$ cat config.mk
export PLATFORM = sky130hd
export DESIGN_NAME = serial_mem_loader
export DESIGN_NICKNAME = d
export VERILOG_FILES = /design/src/rtl/serial_mem_loader_pkg.sv /design/src/rtl/serial_mem_loader_shifter.sv /design/src/rtl/serial_mem_loader.sv
export SDC_FILE = /design/constraint.sdc
export NUM_CORES = 1
export LEC_CHECK = 0
export BUFFER_PORTS_ARGS = -buffer_cell sky130_fd_sc_hd__buf_2
export CORE_UTILIZATION = 40
export CTS_CLUSTER_DIAMETER = 40
export CTS_CLUSTER_SIZE = 40
export DETAILED_ROUTE_END_ITERATION = 8
export PLACE_DENSITY = 0.65
export SLEW_MARGIN = 40
export SYNTH_ARGS = -nofsm -noshare
export SYNTH_HDL_FRONTEND = slang
export SYNTH_SLANG_ARGS = --single-unit
$ cat constraint.sdc
create_clock -name clk -period 4.7 [get_ports clk]
set_clock_uncertainty 0.1 [all_clocks]
set_input_delay 0.235 -clock clk [delete_from_list [all_inputs] [get_ports clk]]
set_output_delay 0.235 -clock clk [all_outputs]
set_load 0.005 [all_outputs]
$ cat src/rtl/serial_mem_loader_pkg.sv
// Shared types and helpers for the serial cache load/readback port.
package serial_mem_loader_pkg;

    typedef enum logic [2:0] {
        ST_IDLE,
        ST_HDR,
        ST_WDATA,
        ST_COMMIT,
        ST_RFETCH,
        ST_RWAIT,
        ST_RSHIFT,
        ST_DRAIN
    } state_t;

    localparam logic MODE_WR = 1'b1;
    localparam logic MODE_RD = 1'b0;

    function automatic int clog2(input int value);
        int r;
        r = 0;
        while ((1 << r) < value) r++;
        return r;
    endfunction

    // Header is the mode bit followed by the address.
    function automatic int hdr_w(input int addr_w);
        return 1 + addr_w;
    endfunction

endpackage

$ cat src/rtl/serial_mem_loader_shifter.sv
// Left-shifting register with serial-in and parallel load; load wins over shift.
module serial_shifter #(
    parameter int W = 8
) (
    input  logic         clk,
    input  logic         rst_n,
    input  logic         shift_en,
    input  logic         sin,
    input  logic         load_en,
    input  logic [W-1:0] load_data,
    output logic [W-1:0] q
);

    always_ff @(posedge clk or negedge rst_n) begin
        if (!rst_n) begin
            q <= '0;
        end else if (load_en) begin
            q <= load_data;
        end else if (shift_en) begin
            q <= {q[W-2:0], sin};
        end
    end

endmodule

$ cat src/rtl/serial_mem_loader.sv
// Serial MSB-first load/readback port for the instruction and data caches.
// Handshake: no valid/ready; cs_n frames a transfer, wr_en/rd_en are single-cycle strobes.
module serial_mem_loader
    import serial_mem_loader_pkg::*;
#(
    parameter int DATA_W  = 8,
    parameter int ADDR_W  = 4,
    parameter int NUM_TGT = 2
) (
    input  logic                      clk,
    input  logic                      rst_n,
    input  logic                      run_i,
    input  logic [NUM_TGT-1:0]        cs_n_i,
    input  logic                      mosi_i,
    output logic                      miso_o,
    output logic [NUM_TGT-1:0]        wr_en_o,
    output logic [NUM_TGT-1:0]        rd_en_o,
    output logic [ADDR_W-1:0]         addr_o,
    output logic [DATA_W-1:0]         wdata_o,
    input  logic [NUM_TGT*DATA_W-1:0] rdata_i,
    output logic                      busy_o,
    output logic                      frame_err_o,
    output state_t                    dbg_state_o
);

    localparam int HDR_W   = hdr_w(ADDR_W);
    localparam int FRAME_W = HDR_W + DATA_W;
    localparam int CNT_W   = clog2(FRAME_W + 1);
    localparam int TGT_W   = (NUM_TGT > 1) ? clog2(NUM_TGT) : 1;
    localparam int NL_W    = clog2(NUM_TGT + 1);
    localparam int SH_W    = (DATA_W > HDR_W) ? DATA_W : HDR_W;

    state_t             state_q, state_d;
    logic [CNT_W-1:0]   cnt_q;
    logic [TGT_W-1:0]   tgt_q;
    logic               frame_err_q;
    logic [SH_W-1:0]    sh_q, sh_next, sh_load;
    logic               sh_shift, sh_in, sh_ld;
    logic [NL_W-1:0]    n_low;
    logic [TGT_W-1:0]   low_idx;
    logic [NUM_TGT-1:0] tgt_onehot;
    logic [DATA_W-1:0]  rdata_sel;
    logic               start_ok, start_multi, abort, in_frame;
    logic               hdr_done, wdata_done, rshift_done;

    serial_shifter #(.W(SH_W)) u_shifter (
        .clk       (clk),
        .rst_n     (rst_n),
        .shift_en  (sh_shift),
        .sin       (sh_in),
        .load_en   (sh_ld),
        .load_data (sh_load),
        .q         (sh_q)
    );

    always_comb begin
        n_low     = '0;
        low_idx   = '0;
        rdata_sel = '0;
        for (int i = 0; i < NUM_TGT; i++) begin
            if (!cs_n_i[i]) begin
                n_low   = n_low + NL_W'(1);
                low_idx = TGT_W'(i);
            end
            if (tgt_q == TGT_W'(i)) rdata_sel = rdata_i[i*DATA_W +: DATA_W];
        end
    end

    assign sh_next     = {sh_q[SH_W-2:0], mosi_i};
    assign tgt_onehot  = NUM_TGT'(1) << tgt_q;
    assign start_ok    = !run_i && (n_low == NL_W'(1));
    assign start_multi = !run_i && (n_low > NL_W'(1));
    // Anything other than exactly the latched target selected kills the frame.
    assign abort       = run_i || (cs_n_i != ~tgt_onehot);
    assign in_frame    = (state_q == ST_HDR) || (state_q == ST_WDATA) || (state_q == ST_RFETCH)
                      || (state_q == ST_RWAIT) || (state_q == ST_RSHIFT);
    assign hdr_done    = (cnt_q == CNT_W'(HDR_W - 1));
    assign wdata_done  = (cnt_q == CNT_W'(FRAME_W - 1));
    assign rshift_done = (cnt_q == CNT_W'(DATA_W - 1));

    always_ff @(posedge clk or negedge rst_n) begin
        if (!rst_n) state_q <= ST_IDLE;
        else        state_q <= state_d;
    end

    always_comb begin
        state_d = state_q;
        case (state_q)
            ST_IDLE:   if (start_ok) state_d = ST_HDR;
                       else if (start_multi) state_d = ST_DRAIN;
            ST_HDR:    if (abort) state_d = ST_DRAIN;
                       else if (hdr_done) state_d = (sh_next[ADDR_W] == MODE_WR) ? ST_WDATA : ST_RFETCH;
            ST_WDATA:  if (abort) state_d = ST_DRAIN;
                       else if (wdata_done) state_d = ST_COMMIT;
            ST_COMMIT: state_d = ST_DRAIN;
            ST_RFETCH: state_d = abort ? ST_DRAIN : ST_RWAIT;
            ST_RWAIT:  state_d = abort ? ST_DRAIN : ST_RSHIFT;
            ST_RSHIFT: if (abort || rshift_done) state_d = ST_DRAIN;
            ST_DRAIN:  if (&cs_n_i) state_d = ST_IDLE;
            default:   state_d = ST_IDLE;
        endcase
    end

    always_comb begin
        wr_en_o     = (state_q == ST_COMMIT) ? tgt_onehot : '0;
        rd_en_o     = (state_q == ST_RFETCH) ? tgt_onehot : '0;
        busy_o      = (state_q != ST_IDLE);
        miso_o      = (state_q == ST_RSHIFT) && sh_q[DATA_W-1];
        frame_err_o = frame_err_q;
        dbg_state_o = state_q;
        sh_shift    = ((state_q == ST_IDLE) && start_ok) || (state_q == ST_HDR)
                   || (state_q == ST_WDATA) || (state_q == ST_RSHIFT);
        sh_in       = (state_q == ST_RSHIFT) ? 1'b0 : mosi_i;
        sh_ld       = (state_q == ST_RWAIT);
        sh_load     = SH_W'(rdata_sel);
    end

    always_ff @(posedge clk or negedge rst_n) begin
        if (!rst_n) begin
            cnt_q       <= '0;
            tgt_q       <= '0;
            addr_o      <= '0;
            wdata_o     <= '0;
            frame_err_q <= 1'b0;
        end else begin
            frame_err_q <= ((state_q == ST_IDLE) && start_multi) || (in_frame && abort);
            case (state_q)
                ST_IDLE: begin
                    cnt_q <= '0;
                    if (start_ok) begin
                        tgt_q <= low_idx;
                        cnt_q <= CNT_W'(1);
                    end
                end
                ST_HDR: begin
                    cnt_q <= cnt_q + CNT_W'(1);
                    if (hdr_done && !abort) addr_o <= sh_next[ADDR_W-1:0];
                end
                ST_WDATA: begin
                    cnt_q <= cnt_q + CNT_W'(1);
                    if (wdata_done && !abort) wdata_o <= sh_next[DATA_W-1:0];
                end
                ST_RSHIFT: cnt_q <= cnt_q + CNT_W'(1);
                default:   cnt_q <= '0;
            endcase
        end
    end

endmodule
==> flow_metrics.py, run 1 <==
metrics = {
    "outcome": {
        "outcome": "finished clean",
    },
    "die": {
        "ios": 44,
        "dieArea_mm2": 0.00439,
        "die_y_um": 66.2,
        "core_area_mm2": 0.00380,
        "die_w_um": 66.2,
        "start_util": 0.434,
        "num_rows": 22,
    },
    "power": {
        "p_leak_nw": 0.977,
        "clkPwrFrac": 0.261,
        "p_per_area_mw_per_mm2": 502,
        "p_seq_frac": 0.409,
        "finalPower_mw": 1.01,
        "combPwrFrac": 0.330,
        "p_sw_frac": 0.374,
        "worst_ir_drop_vdd_v": 0.000183,
        "intPower_uw": 633,
        "switchingPower_uw": 378,
    },
    "worst_setup_path": {
        "end_kind": "register",
        "cp.arrival_ns": 2.36,
        "r2r_end": "wdata_o[2]",
        "worstSetupPathType": "register to register",
        "cp.required_ns": 4.76,
        "reg2reg_depth": 4,
        "critPathMaxFanout": 15,
        "worst-r2r-setup-slack_ns": 2.40,
        "cp-start-kind": "register",
        "r2r-start": "tgt_q",
        "cp-endpoint": "wdata_o[2]",
        "crit_path_start": "tgt_q",
    },
    "placement": {
        "dpl_cell_area_mm2": 0.00188,
        "post-dp-hpwl_um": 2600,
        "gp_congestion": 0.829,
        "port_buffers": 43,
    },
    "cells_and_area": {
        "stdcell_area_mm2": 0.00201,
        "finalNetCount": 232,
        "drive_above_1_share": 0.343,
        "syn_to_final_growth_pct": 22.1,
        "final_util": 0.530,
        "antenna_cells": 0,
    },
    "grt": {
        "grt_pass1_wl_um": 5970,
        "grt_max_degree": 30,
        "grt_pass1_vias": 1318,
        "grt-ovfl-total": 0,
        "track_usage": 0.187,
        "antenna_found_initial": 0,
    },
    "yosys": {
        "ys_top_cells_by_area": "dfrtp_1, mux2_2, o21ai_0",
        "synthMuxAreaShare": 0.144,
        "synth_compound_gate_area_share": 0.118,
        "yosys.area_share.xor_xnor": 0.0106,
        "yosys_warnings": 0,
        "synth_nets": 189,
        "synth_simple_gate_area_frac": 0.214,
        "synth_area_mm2": 0.00165,
        "synth_edf_count": 0,
        "synth_top_area_cell": "dfrtp_1",
        "synth_top_family_by_area": "simple AND/OR/NAND/NOR gates",
        "synth_fa_ha_area_frac": 0.0303,
        "synth_cell_types": 38,
        "avgSynthCellArea_um2": 10.1,
        "yosysTopAreaCellShare": 0.440,
        "synthesis.instances": 163,
        "synth-seq-cells": 29,
        "yosys-top-cells-count": "dfrtp_1, nand2_1, o21ai_0",
        "yosysSeqAreaShare": 0.440,
        "synthArstFlopShare": 1.00,
        "synthFlopType": "dfrtp_1",
        "yosys.cell_count.top_type": "dfrtp_1",
    },
    "clocking": {
        "cts_tree": "done",
        "cts_made_buffers": 5,
        "clock_tree.root_cell": "clkbuf_8",
        "path_clk_slew_ns": 0.06,
        "htreeDepth": 2,
        "insertion_delay_ns": 0.28,
        "cts_resized": 0,
        "clk_path_buf_depth": 2,
        "cts_sinks": 29,
    },
    "route": {
        "wl_met1_um": 1610,
        "highest_layer": "met4",
        "drtIter0Drc": 50,
        "dr_wl_met2_um": 1710,
        "wl_per_cell_um": 13.9,
        "wl_met3_um": 188,
        "wl_um": 3550,
        "drcViolationCount": 0,
        "viasPerCell": 5.19,
        "drtPass1Iterations": 4,
        "final_antenna_net_count": 0,
        "vias": 1323,
    },
    "sta": {
        "fmax_mhz": 435,
        "final_max_slew_viol_count": 0,
        "rsz0062_at_grt": "false",
        "slew_headroom": 0.489,
        "finalSetupTns_ns": 0,
        "max_slew.worst_pin.slew_ns": 0.764,
        "hold_viol": 0,
        "fin_crit_ns": 2.30,
        "setup_viol": 0,
        "fin_crit_sh": 0.489,
    },
    "worst_hold_path": {
        "min_path_type": "primary input to register",
        "whs_path_depth": 2,
    },
    "run": {
        "drv_cap": 0,
    },
}
critical path, stage by stage, from the launching register on:
cell	delay, ns
dfrtp_1	0.78
and4bb_4	0.39
nor2_8	0.07
nor3_4	0.44
mux2_2	0.39
what timing repair did:
action                    CTS  global route
hold endpoints to repair   29             0
setup buffers               0             0
hold buffers                1             0
power by group through the flow:
stage / Combinational (mW) / Clock, mW / Sequential (mW)
finish: 0.334 / 0.264 / 0.414
CTS: 0.333 / 0.273 / 0.415
global route: 0.386 / 0.283 / 0.427
detailed placement: 0.331 / 0 / 0.419
floorplan: 0.305 / 0 / 0.353
global placement: 0.319 / 0 / 0.416
stage by stage:
stage	setup WS (ns)	hold slack [ns]	cells
after floorplan	2.86	-0.161	163
after global placement	2.40	0.187	246
after detailed placement	2.25	0.205	246
after CTS	2.22	0.146	255
after global routing	2.27	0.150	255
final	2.40	0.150	255
how the worst min path moves through the flow:
stage	start	end	slack, ns
2_1_floorplan	rst_n	addr_o[0]	-0.16
5_1_grt	cs_n_i[1]	tgt_q	0.15
4_1_cts	mosi_i	addr_o[0]	0.15
3_3_place_gp	rst_n	cnt_q[1]	0.19
3_5_place_dp	rst_n	cnt_q[1]	0.20
6_report	mosi_i	addr_o[0]	0.15
layout make-up:
class                      count  area (um^2)
fill                         378         1780
multi-input combinational    118          857
sequential                    29          726
timing repair buffer          44          225
clock buffer                   7         86.3
tap                           48         60.1
clock inverter                 1         30.0
inverter                       8         30.0
layer usage:
metal	track usage	up-vias
li1	-	654
met1	0.232	618
met2	0.296	47
met3	0.0483	4
met4	0.0957	0
met5	0	-
cell usage in the layout, fill, tap and decap left out, types with 2 or more instances in the layout:
cell / count
buf_2: 43
dfrtp_1: 29
nand2_1: 22
o21ai_0: 21
nor2_1: 12
mux2_2: 12
inv_1: 8
mux2i_1: 8
clkbuf_8: 6
a21oi_1: 4
ha_1: 4
nand3b_1: 3
nand3_1: 3
nor3_1: 2
nor2b_1: 2
and3_1: 2
nand4b_1: 2
mux2_1: 2
o21ai_1: 2
state kept, by name (all words and copies together) (netlist names):
name,count
addr_o,4
cnt_q,4
frame_err_o,1
dbg_state_o,3
wdata_o,8
tgt_q,1
u_shifter.q,8
cell families after synthesis:
group                    Yosys count
multiplexers                      22
buffers and inverters             16
flip-flops                        29
XOR/XNOR                           2
AO/OA/AOI/OAI                     32
AND/OR/NAND/NOR                   58
adder cells (fa/ha/maj)            4
Power figures use the tool's default switching activity.
==> run 2, diff against run 1 <==
Clock period 4.7 ns to 2.3 ns, I/O delays scaled along.
==> run 2 against run 1 <==
Against the previous run: final cell count is 2.7% higher; die area stayed put; total power is 110% higher; flip-flop and latch count stayed put; critical path type is now primary input to register; largest cell class unchanged; highest routed layer unchanged.
==> flow_metrics.py, run 2 (synthesis results as in run 1) <==
metrics = {
    "outcome": {
        "outcome": "finished clean",
    },
    "die": {
        "start_util": 0.434,
        "num_rows": 22,
        "die_y_um": 66.2,
        "die_w_um": 66.2,
        "core_area_mm2": 0.00380,
        "ios": 44,
        "dieArea_mm2": 0.00439,
    },
    "sta": {
        "hold_viol": 0,
        "setup_viol": 0,
        "max_slew.worst_pin.slew_ns": 0.647,
        "fin_crit_ns": 2.03,
        "finalSetupTns_ns": 0,
        "fmax_mhz": 493,
        "rsz0062_at_grt": "false",
        "final_max_slew_viol_count": 0,
        "slew_headroom": 0.568,
        "timing.final.ws_setup_ns": 0.272,
        "fin_crit_sh": 0.882,
    },
    "cells_and_area": {
        "drive_above_1_share": 0.360,
        "antenna_cells": 0,
        "finalNetCount": 239,
        "top_regs": "u_shifter.q x8, wdata_o x8",
        "syn_to_final_growth_pct": 25.4,
        "final_common_cell": "buf_2",
        "stdcell_area_mm2": 0.00207,
        "final_cell_mix": "buf_2, dfrtp_1, nand2_1, o21ai_0",
    },
    "placement": {
        "gp_congestion": 0.956,
        "port_buffers": 43,
        "dpl_worst_slack_ns": 0.298,
        "dpl_cell_area_mm2": 0.00193,
        "post-dp-hpwl_um": 2720,
    },
    "route": {
        "final_antenna_net_count": 0,
        "viasPerCell": 5.23,
        "wl_um": 3600,
        "drcViolationCount": 0,
        "drtIter0Drc": 63,
        "drtPass1Iterations": 4,
        "vias": 1371,
        "wl_per_cell_um": 13.7,
    },
    "worst_setup_path": {
        "crit_family": "simple AND/OR/NAND/NOR gates",
        "cpMaxStageDelayCell": "dlygate4sd3_1",
        "critPathMaxFanout": 8,
        "critical_path_buf_inv_count": 2,
        "end_kind": "register",
        "worst-r2r-setup-slack_ns": 0.28,
        "cp.required_ns": 2.36,
        "worstSetupPathType": "primary input to register",
        "r2r_end": "u_shifter.q[0]",
        "reg2reg_depth": 5,
        "crit_chain": "dlygate4sd3_1 -> buf_2 -> nor4b_4 -> nor2_8 -> nor3_4 -> mux2_2",
        "cp.depth": 6,
        "slowest_delay_ns": 0.52,
        "cp-start-kind": "primary input",
        "cp.arrival_ns": 2.09,
        "crit_path_start": "cs_n_i[1]",
        "r2r-start": "dbg_state_o[1]",
    },
    "power": {
        "p_leak_nw": 1.01,
        "worst_ir_drop_vdd_v": 0.000369,
        "finalPower_mw": 2.15,
        "p_per_area_mw_per_mm2": 1040,
    },
    "clocking": {
        "cts_hold_buffers": 2,
        "postCtsSetupBuffers": 0,
        "insertion_delay_ns": 0.28,
        "cts_resized": 0,
        "cts_made_buffers": 5,
        "cts_tree": "done",
        "clock_tree.root_cell": "clkbuf_8",
        "clk_path_buf_depth": 2,
        "htreeDepth": 2,
        "path_clk_slew_ns": 0.06,
        "cts_sinks": 29,
    },
    "worst_hold_path": {
        "min_to": "wdata_o[0]",
        "min_path_type": "primary input to register",
        "whs_path_depth": 2,
        "hold_start": "mosi_i",
    },
    "grt": {
        "grt_pass1_vias": 1318,
        "grt_pass1_wl_um": 6020,
        "grt_max_degree": 30,
        "grt-ovfl-total": 0,
        "antenna_found_initial": 0,
        "track_usage": 0.187,
    },
    "run": {
        "drv_cap": 0,
    },
}
[run 2: metrics by stage]
step	utilization	hold slack (ns)	cells
finish	0.545	0.0344	262
global route	0.545	0.0495	262
CTS	0.545	0.0330	262
detailed placement	0.509	0.0779	252
global placement	0.508	0.0651	252
floorplan	-	-0.281	163
[run 2: cell type report]
| cell class | count | area (um^2) |
|---|---|---|
| repair buffers | 51 | 280 |
| fillers | 359 | 1730 |
| clock buffers | 7 | 86.3 |
| well taps | 48 | 60.1 |
| flip-flops and latches | 29 | 726 |
| inverters | 8 | 30.0 |
| clock inverters | 1 | 30.0 |
| multi-input cells | 118 | 857 |
[run 2: report_power, final]
group	internal [mW]	switching (mW)
sequential	0.639	0.129
clock	0.353	0.192
combinational	0.359	0.478
[run 2: routing by layer]
| layer | track usage | part of all wire | vias to the layer above |
|---|---|---|---|
| li1 | - | - | 668 |
| met1 | 0.240 | 0.44 | 642 |
| met2 | 0.296 | 0.48 | 53 |
| met3 | 0.0414 | 0.063 | 8 |
| met4 | 0.0878 | 0.019 | 0 |
| met5 | 0 | 0 | - |
[run 2: how the worst max path moves through the flow]
stage                           to
floorplan               wdata_o[0]
detailed placement      wdata_o[6]
global route        u_shifter.q[0]
finish                  wdata_o[6]
CTS                     wdata_o[6]
global placement    u_shifter.q[1]
==> run 3, diff against run 2 <==
Settings changed: PLACE_DENSITY 0.65 to not set.
==> run 3 against run 2 <==
Against the previous run: sequential power decreased by 1%; clock power down 5.9%; die area is the same; utilization rose by 0.066 points; flip-flop and latch count stayed put; critical path depth unchanged; total power shrank 1.0%; clock-buffer cell count fell by 2; register-to-register slack about the same.
==> flow_metrics.py, run 3 (synthesis results as in run 1) <==
metrics = {
    "die": {
        "core_area_mm2": 0.00380,
        "start_util": 0.434,
        "die_w_um": 66.2,
        "num_rows": 22,
        "dieArea_mm2": 0.00439,
        "die_y_um": 66.2,
        "ios": 44,
    },
    "cells_and_area": {
        "syn_to_final_growth_pct": 25.5,
        "final_cell_mix": "buf_2, dfrtp_1, nand2_1, o21ai_0",
        "final_util": 0.545,
        "antenna_cells": 0,
        "top_regs": "u_shifter.q x8, wdata_o x8",
        "finalNetCount": 241,
        "final_common_cell": "buf_2",
        "drive_above_1_share": 0.367,
    },
    "sta": {
        "fin_crit_ns": 2.03,
        "finalSetupTns_ns": 0,
        "max_slew.worst_pin.slew_ns": 0.644,
        "fmax_mhz": 493,
        "slew_headroom": 0.571,
        "setup_viol": 0,
        "fin_crit_sh": 0.882,
        "rsz0062_at_grt": "false",
        "final_max_slew_viol_count": 0,
        "hold_viol": 0,
    },
    "placement": {
        "port_buffers": 43,
        "gp_congestion": 0.817,
        "post-dp-hpwl_um": 2770,
    },
    "route": {
        "drtIter0Drc": 84,
        "wl_um": 3670,
        "wl_per_cell_um": 14.0,
        "vias": 1354,
        "drtPass1Iterations": 4,
        "drcViolationCount": 0,
        "final_antenna_net_count": 0,
        "viasPerCell": 5.15,
    },
    "grt": {
        "grt-ovfl-total": 0,
        "grt_max_degree": 30,
        "antenna_found_initial": 0,
        "grt_pass1_wl_um": 6220,
        "grt_pass1_vias": 1343,
        "track_usage": 0.196,
    },
    "power": {
        "combPwrFrac": 0.402,
        "p_per_area_mw_per_mm2": 1030,
        "p_sw_frac": 0.380,
        "switchingPower_uw": 808,
        "intPower_mw": 1.32,
        "clkPwrFrac": 0.241,
        "p_leak_nw": 1.02,
        "worst_ir_drop_vdd_v": 0.000456,
        "p_seq_frac": 0.357,
    },
    "clocking": {
        "htreeDepth": 2,
        "path_clk_slew_ns": 0.06,
        "cts_made_buffers": 5,
        "cts_sinks": 29,
        "cts_tree": "done",
        "clock_tree.root_cell": "clkbuf_8",
        "clk_path_buf_depth": 2,
        "insertion_delay_ns": 0.28,
    },
    "worst_hold_path": {
        "min_path_type": "primary input to register",
        "hold_start": "mosi_i",
    },
    "worst_setup_path": {
        "cp-start-kind": "primary input",
        "critPathMaxFanout": 8,
        "r2r-start": "tgt_q",
        "worstSetupPathType": "primary input to register",
        "cp.required_ns": 2.37,
        "end_kind": "register",
        "crit_path_start": "cs_n_i[1]",
        "cp.arrival_ns": 2.10,
    },
    "run": {
        "drv_cap": 0,
    },
    "outcome": {
        "outcome": "finished clean",
    },
}
-- run 3: cell count changes in the layout (fill, tap and decap cells not counted) --
cell	change
buf_4	+2
clkinv_2	+1
clkbuf_1	-1
clkbuf_8	-1
-- run 3: critical path: stages --
cell,delay (ns)
dlygate4sd3_1,0.52
buf_2,0.14
nor4b_4,0.36
nor2_8,0.11
nor3_4,0.44
mux2_2,0.40
-- run 3: area by class of cell --
type | instances | area [um^2]
clock inverters | 2 | 35.0
clock buffers | 5 | 68.8
flip-flops and latches | 29 | 726
inverters | 8 | 30.0
fillers | 343 | 1730
repair buffers | 53 | 295
multi-input cells | 118 | 857
well taps | 48 | 60.1
-- run 3: path summary, 6_finish.rpt --
kind	to	slack, ns	depth (start not counted)
hold / removal	wdata_o[0]	0.03	2
min in group asynchronous	frame_err_o	0.29	2
setup / recovery	wdata_o[3]	0.27	6
max in group asynchronous	u_shifter.q[6]	1.39	2
hold reg to reg	wdata_o[5]	0.41	1
setup reg to reg	wdata_o[3]	0.29	4
-- run 3: through the flow --
stage               worst slack (ns)  hold slack [ns]  area (um^2)  cells  total power [mW]
floorplan                      0.462           -0.281         1650    163              1.34
global placement               0.324           0.0800         1940    254              1.59
detailed placement             0.276           0.0840         1950    254              1.62
CTS                            0.236           0.0276         2070    263              2.15
global route                   0.185           0.0218         2070    263              2.30
finish                         0.273           0.0299         2070    263              2.13
-- run 3: layer usage --
layer	wire, um	track usage
met1	1740	0.255
met2	1650	0.298
met3	232	0.0724
met4	47	0.0638
met5	0	0
-- run 3: power by group through the flow --
| stage | sequential [mW] | clock [mW] | combinational [mW] |
|---|---|---|---|
| 4_1_cts | 0.760 | 0.521 | 0.865 |
| 3_5_place_dp | 0.768 | 0 | 0.857 |
| 2_1_floorplan | 0.721 | 0 | 0.623 |
| 3_3_place_gp | 0.761 | 0 | 0.829 |
| 5_1_grt | 0.780 | 0.552 | 0.964 |
| 6_report | 0.760 | 0.513 | 0.854 |
-- run 3: timing repair --
action,in CTS,in global routing
hold buffers,2,0
endpoints found under the hold margin,30,0
gates resized for setup,0,0
buffers inserted,0,0
